## src/rtl/noc_output_port_allocator.sv

```systemverilog
// Output-port allocator for the NoC router: round-robin arbitration with wormhole
// locking, downstream credit tracking and per-input turn restrictions.
module noc_output_port_allocator #(
    parameter int NUM_INPUTS        = 5,
    parameter int FLIT_BUFFER_DEPTH = 4,
    parameter int CREDIT_WIDTH      = $clog2(FLIT_BUFFER_DEPTH + 1)
) (
    input  logic                    clk_noc,
    input  logic                    rst_noc,
    input  logic [NUM_INPUTS-1:0]   req,
    input  logic [NUM_INPUTS-1:0]   req_is_tail,
    input  logic [NUM_INPUTS-1:0]   turn_disable,
    input  logic                    credit_in,
    output logic [NUM_INPUTS-1:0]   grant,
    output logic                    send_out,
    output logic [CREDIT_WIDTH-1:0] credit_count,
    output logic                    locked,
    output logic                    err_credit_overflow
);

    localparam int PTR_WIDTH = (NUM_INPUTS > 1) ? $clog2(NUM_INPUTS) : 1;
    localparam logic [PTR_WIDTH-1:0]    LAST_IDX   = PTR_WIDTH'(NUM_INPUTS - 1);
    localparam logic [CREDIT_WIDTH-1:0] MAX_CREDIT = CREDIT_WIDTH'(FLIT_BUFFER_DEPTH);

    typedef enum logic {
        IDLE,
        LOCKED
    } state_t;

    state_t                  state_q, state_d;
    logic [PTR_WIDTH-1:0]    rr_ptr_q, rr_ptr_d;
    logic [PTR_WIDTH-1:0]    owner_q, owner_d;
    logic [CREDIT_WIDTH-1:0] credit_q, credit_d;
    logic                    err_q, err_d;

    logic [NUM_INPUTS-1:0]   eligible;
    logic [NUM_INPUTS-1:0]   grant_c;
    logic                    send_c;
    logic                    found;
    logic [PTR_WIDTH-1:0]    winner;
    logic [PTR_WIDTH-1:0]    cand;
    logic                    has_credit;

    function automatic logic [PTR_WIDTH-1:0] next_ptr(input logic [PTR_WIDTH-1:0] p);
        return (p == LAST_IDX) ? '0 : p + PTR_WIDTH'(1);
    endfunction

    always_ff @(posedge clk_noc or posedge rst_noc) begin
        if (rst_noc) begin
            state_q  <= IDLE;
            rr_ptr_q <= '0;
            owner_q  <= '0;
            credit_q <= MAX_CREDIT;
            err_q    <= 1'b0;
        end else begin
            state_q  <= state_d;
            rr_ptr_q <= rr_ptr_d;
            owner_q  <= owner_d;
            credit_q <= credit_d;
            err_q    <= err_d;
        end
    end

    always_comb begin
        state_d    = state_q;
        rr_ptr_d   = rr_ptr_q;
        owner_d    = owner_q;
        credit_d   = credit_q;
        err_d      = err_q;
        grant_c    = '0;
        send_c     = 1'b0;
        found      = 1'b0;
        winner     = '0;
        cand       = rr_ptr_q;
        has_credit = (credit_q != '0);
        eligible   = req & ~turn_disable;

        // Walk the inputs starting at the round-robin pointer; first eligible one wins.
        for (int k = 0; k < NUM_INPUTS; k++) begin
            if (!found && eligible[cand]) begin
                found  = 1'b1;
                winner = cand;
            end
            cand = next_ptr(cand);
        end

        case (state_q)
            IDLE: begin
                if (found && has_credit) begin
                    grant_c[winner] = 1'b1;
                    send_c          = 1'b1;
                    if (req_is_tail[winner]) begin
                        rr_ptr_d = next_ptr(winner);
                    end else begin
                        state_d = LOCKED;
                        owner_d = winner;
                    end
                end
            end
            LOCKED: begin
                grant_c[owner_q] = 1'b1;
                send_c           = req[owner_q] && has_credit;
                if (send_c && req_is_tail[owner_q]) begin
                    state_d  = IDLE;
                    rr_ptr_d = next_ptr(owner_q);
                end
            end
            default: state_d = IDLE;
        endcase

        // A credit returned at a full counter is dropped and flagged.
        case ({send_c, credit_in})
            2'b10: credit_d = credit_q - CREDIT_WIDTH'(1);
            2'b01: begin
                if (credit_q == MAX_CREDIT) begin
                    err_d = 1'b1;
                end else begin
                    credit_d = credit_q + CREDIT_WIDTH'(1);
                end
            end
            default: credit_d = credit_q;
        endcase
    end

    assign grant               = rst_noc ? '0 : grant_c;
    assign send_out            = !rst_noc && send_c;
    assign locked              = !rst_noc && (state_q == LOCKED);
    assign credit_count        = credit_q;
    assign err_credit_overflow = err_q;

endmodule

```

## config.mk

```make
export PLATFORM = sky130hd
export DESIGN_NAME = noc_output_port_allocator
export DESIGN_NICKNAME = d
export VERILOG_FILES = /design/src/rtl/noc_output_port_allocator.sv
export SDC_FILE = /design/constraint.sdc
export NUM_CORES = 1
export LEC_CHECK = 0
export ABC_AREA = 0
export CORE_MARGIN = 5
export CORE_UTILIZATION = 55
export CTS_CLUSTER_DIAMETER = 100
export DETAILED_ROUTE_END_ITERATION = 7
export PLACE_DENSITY_LB_ADDON = 0.25
export SETUP_SLACK_MARGIN = 0.4
export SKIP_CTS_REPAIR_TIMING = 1
export SYNTH_ARGS = -nofsm -noshare
export SYNTH_HDL_FRONTEND = slang
export SYNTH_SLANG_ARGS = --single-unit
```

## constraint.sdc

```tcl
create_clock -name clk_noc -period 5.5 [get_ports clk_noc]
set_input_delay 0.55 -clock clk_noc [delete_from_list [all_inputs] [get_ports clk_noc]]
set_output_delay 0.55 -clock clk_noc [all_outputs]
set_load 0.01 [all_outputs]
```

==> Word-level counts from Yosys, hierarchy flattened <==
Cells that the tools add are included.
{ "totals": {"register_bits": 11, "output_inout_bits": 11, "elab_cells": 112} }
{ "classes": {"add_sub_neg": 8, "order_cmp": 9, "n_eq_ne": 13, "mux": 51, "bitwise": 4, "n_reduce_logical": 22} }
{ "op_table": {"columns": ["op", "n"], "rows": [
  ["3-bit 2-to-1 mux", 15],
  ["3-bit by 4-bit < comparator with 1-bit output (second input constant)", 7],
  ["1-bit binary-select mux with 3-bit select", 8],
  ["3-bit by 1-bit adder with 3-bit output (second input constant)", 7],
  ["3-bit equality test (second input constant)", 7],
  ["1-bit 2-to-1 mux", 19],
  ["3-bit one-hot mux with 2 select lines", 2],
  ["1-bit logical AND", 11],
  ["5-bit 2-to-1 mux", 2],
  ["5-bit one-hot mux with 2 select lines", 1],
  ["1-bit demux with 3-bit select", 2],
  ["3-bit by 1-bit >= comparator with 1-bit output (second input constant)", 2],
  ["2-bit inequality test (second input constant)", 3],
  ["3-bit AND reduction", 2],
  ["5-bit bitwise AND", 1],
  ["1-bit zero test", 5],
  ["5-bit inverter", 1],
  ["1-bit one-hot mux with 2 select lines", 2],
  ["2-bit AND reduction", 2],
  ["3-bit nonzero test", 1],
  ["3-bit by 1-bit subtractor with 3-bit output (second input constant)", 1],
  ["2-bit by 1-bit equality test with 1-bit output (second input constant)", 1],
  ["2-bit equality test (second input constant)", 1],
  ["2-bit by 1-bit inequality test with 1-bit output (second input constant)", 1],
  ["other kinds (2)", 3]
]} }

==> Longest topological paths before layout <==
Gate-level depths: netlist (run 1).
{ "depth": {"depth_word": 24, "depth_mapped": 24, "mapped_depth_nobuf": 22} }

==> Least setup slack after synthesis (run 1) <==
No wires, ideal clock.
{ "synth_timing": {"kind": "register to register", "start": "reg rr_ptr_q[0]", "end": "reg credit_q[1] (netlist: credit_count[1])", "t_arrival_ns": 4.936, "t_required_ns": 5.360, "slack_ns": 0.423, "path_stages_with_launch": 22, "path_buffers": 3, "cell_sequence": "dfrtp_1 -> clkbuf_1 -> inv_1 -> ha_1 -> inv_1 -> ha_1 -> or4_4 -> and3_1 -> buf_2 -> or4_1 -> buf_2 -> a2111o_1 -> o211a_1 -> and2_1 -> a211oi_2 -> a21oi_1 -> and2_1 -> inv_2 -> fa_1 -> nor2b_1 -> a211oi_1 -> a21oi_1"} }
{ "synth_between": {"word_cells_on_any_way": 44, "cone_classes": "add/sub: 4; eq/ne: 7; mux: 22; reduce/logical: 11"} }
{ "synth_rtl": {"columns": ["item", "line_no", "text"], "rows": [
  ["start: declaration", "31", "logic [PTR_WIDTH-1:0] rr_ptr_q, rr_ptr_d;"],
  ["start signal: assignment", "57", "rr_ptr_q <= rr_ptr_d;"],
  ["parallel branches: the longest is 14 deep, another holds 3-bit by 1-bit adder with 3-bit output", null, null],
  ["1-bit 2-to-1 mux *", "80", "if (!found && eligible[cand]) begin"],
  ["1-bit logical AND *", "89", "if (found && has_credit) begin"],
  ["1-bit 2-to-1 mux *", "89", null],
  ["1-bit one-hot mux with 2 select lines *", "87", "case (state_q)"],
  ["2-bit by 1-bit equality test with 1-bit output or 2-bit equality test (tied branches)", "112", "case ({send_c, credit_in})"],
  ["3-bit one-hot mux with 2 select lines *", "112", null],
  ["named net credit_d[1]", "33", "logic [CREDIT_WIDTH-1:0] credit_q, credit_d;"],
  ["end signal: assignment", "59", "credit_q <= credit_d;"],
  ["end: declaration", "33", null]
]} }
Mark *: on every way through the listed nets, which the timed path passes. The select of a mux whose other input is x is not followed.
A chain may end at the register's enable or synchronous reset.

==> Worst setup path after layout (run 1) <==
{ "layout_timing": {"start": "reg rr_ptr_q[1]", "end": "reg credit_q[1] (netlist: credit_count[1])"} }
Same word-level chain as after synthesis.

==> out/qor.txt, run 1 <==
Top FF cell, synth: dfrtp_1
DRC: 0
Worst-margin pin slew: 0.688 ns
Status: finished, final reports clean
Worst-path clk slew: 0.07 ns
Area contributors post-synth: dfrtp_1, mux2i_1, ha_1
Worst Setup Path Type: reg2reg
Port buffer count: 28
Fin area: 2440 sq um
CORE AREA: 3340 sq um
Worst-Skew Late Latency: 0.26 ns
Global-route wire length before repair: 8340 um
Die area: 4750 sq um
DR pass1 iterations: 5
Row count: 21
I/O pin count: 29
Post-synth EDFFs: 0
Layout overhead on the synthesized area: 27.9%
Root buffer selected by CTS: clkbuf_4
Critical path arrival: 5.15 ns
Critical Path End Type: register
Area fraction in compound gates after synthesis: 0.301
Routed Antenna Nets: 0
Mux share of post-synthesis cell area: 0.134
Met2 wire len: 2940 um
DIE WIDTH: 68.9 um
Share of layout cells above drive strength 1: 0.201
# H-tree levels: 1
Hold Path Class: reg2reg
Largest net degree at the start of global routing: 17
Post-Synthesis Cells: 243
Mapped Area: 1910 sq um
Seq/Total Area, Yosys: 0.145
Max Used Layer: met4
Peak Freq: 200 MHz
Net count after synthesis: 273
Area share of the largest cell type after synthesis: 0.131
Syn. warnings: 0
Layout net count: 309
RSZ-0062 raised after global routing: no
Most frequent cells in the layout: clkdlybuf4s50_1, nor2_1, nand2_1
CP max FO: 6
Max Cap Violations: 0
Fin crit share: 0.911
Synth Area in Simple Gates: 0.278
Mean Syn Cell Area: 7.86 sq um
Final Hold Viols: 0
Overflow after GRT: 0
Reg2reg end: credit_count[1]$_DFFE_PP0P_
Via density: 6.23
Worst slew margin: 0.538
Type of origin of the critical path: register
Area share of fa/ha/maj cells after synthesis: 0.0826
Clock Sink Count: 11
Via count: 2,020
Final worst slack: 0.492 ns
Fraction of registers with async set/reset: 1.00
Pins Over Slew Limit: 0
Starting Density: 0.572
Num CTS Buffers: 3
Routed WL: 5700 um
Met3 wire length: 307 um
Placement Setup Slack: 0.172 ns
Gr usage total: 0.229
Worst EP required: 5.64 ns
CTS tree: done
Commonest non-fill, non-tap cell in the layout: clkdlybuf4s50_1
Initial DRC Count: 211
Final core utilization: 0.732
FF-to-FF Start: rr_ptr_q[1]$_DFFE_PP0P_
Reg2reg setup slack: 0.49 ns
Final HPWL DP: 4010 um
# setup viols final: 0
DR WL/cell: 17.6 um
Crit path capture: credit_count[1]$_DFFE_PP0P_
Critical path origin: rr_ptr_q[1]$_DFFE_PP0P_
Final min period: 5.01 ns
Die Height: 68.9 um
Antenna cells: 0
RD Place Congestion: 0.972
Initial antenna violation count: 0
Clk buf depth: 2
Main combinational cell family by area after synthesis: compound AO/OA/AOI/OAI gates
Vias in the first global route: 1,833
XOR/XNOR Fraction of Synth Area: 0.00459
Netlist cell types: 71
Fill count: 283
#FFs+latches synth: 11
Synth area leader: dfrtp_1
Placed cell areas: 2240 sq um
Wl on met1: 2330 um
Skew final: 0.00162 ns
R2R depth: 20
[cell type report]
cell class	count	area (sq um)	area share
inverter	17	63.8	0.0261
tap	46	57.6	0.0236
timing repair buffer	41	393	0.161
clock buffer	4	26.3	0.0108
multi-input combinational	205	1620	0.665
sequential	11	278	0.114
[layer usage]
layer,track usage,vias up
li1,-,991
met1,0.287,943
met2,0.413,72
met3,0.0243,14
met4,0.0584,0
met5,0,-
[synth_stat cells, drive strengths merged, types with 5 or more instances]
cell type / n
nor2b: 10
nand2b: 7
o21ai: 17
nand3: 9
and3: 7
a21oi: 9
ha: 11
inv: 17
mux2i: 17
dfrtp: 10
nor2: 18
and2: 5
a211oi: 5
nor3: 6
nand2: 19
mux2: 5
clkbuf: 8
[cells by family after synthesis]
kind of cell             count (synthesis)
XOR/XNOR                                 1
AND/OR/NAND/NOR                         96
multiplexers                            23
adder cells (fa/ha/maj)                 12
AO/OA/AOI/OAI                           73
buffers and inverters                   27
flip-flops                              11
[sequential cells by signal, summed over array words and instances (netlist names)]
| signal | flops |
|---|---|
| credit_count | 3 |
| err_credit_overflow | 1 |
| state_q | 1 |
| owner_q | 3 |
| rr_ptr_q | 3 |
[worst min path at each step]
stage,start,endpoint,slack [ns],cells past startpoint
after floorplan,rst_noc,credit_count[0]$_DFFE_PP0P_,0.42,1
after global placement,err_credit_overflow$_DFFE_PP0P_,err_credit_overflow$_DFFE_PP0P_,0.47,1
after detailed placement,err_credit_overflow$_DFFE_PP0P_,err_credit_overflow$_DFFE_PP0P_,0.47,1
after CTS,err_credit_overflow$_DFFE_PP0P_,err_credit_overflow$_DFFE_PP0P_,0.49,1
after global routing,err_credit_overflow$_DFFE_PP0P_,err_credit_overflow$_DFFE_PP0P_,0.52,1
final,err_credit_overflow$_DFFE_PP0P_,err_credit_overflow$_DFFE_PP0P_,0.48,1
[stage by stage]
stage	cells	setup TNS, ns	hold slack [ns]
finish	324	0	0.483
detailed placement	312	0	0.473
CTS	316	-0.536	0.493
global placement	312	0	0.469
global route	324	0	0.520
floorplan	243	0	0.418
[worst max-delay path, cell delays in order, from the launching register on]
cell and delay (ns):
dfrtp_2 0.39, inv_2 0.07, ha_4 0.29, inv_1 0.06
ha_1 0.22, or4_4 0.53, and3_2 0.26, or4_4 0.48
a2111o_1 0.42, o211a_1 0.17, and2_1 0.18, a211oi_2 0.34
buf_4 0.18, a21oi_2 0.04, buf_4 0.18, and2_1 0.18
inv_2 0.07, fa_1 0.41, nor2b_1 0.14, a211oi_1 0.19
a21oi_1 0.07
Power of run 1 is left out: the tool's default activity adds up to more than one toggle a clock period on the data nets, which glitch-free logic cannot reach.
==> inputs of run 2 (changes only) <==
--- a/config.mk
+++ b/config.mk
@@ -9,6 +9,7 @@
 export CORE_MARGIN = 5
 export CORE_UTILIZATION = 55
 export CTS_CLUSTER_DIAMETER = 100
+export CTS_CLUSTER_SIZE = 12
 export DETAILED_ROUTE_END_ITERATION = 7
 export PLACE_DENSITY_LB_ADDON = 0.25
 export SETUP_SLACK_MARGIN = 0.4
==> results of run 2 <==
The final DEF is identical to that of run 1; final timing and power are the same.
Power of run 2 is left out for the same reason.
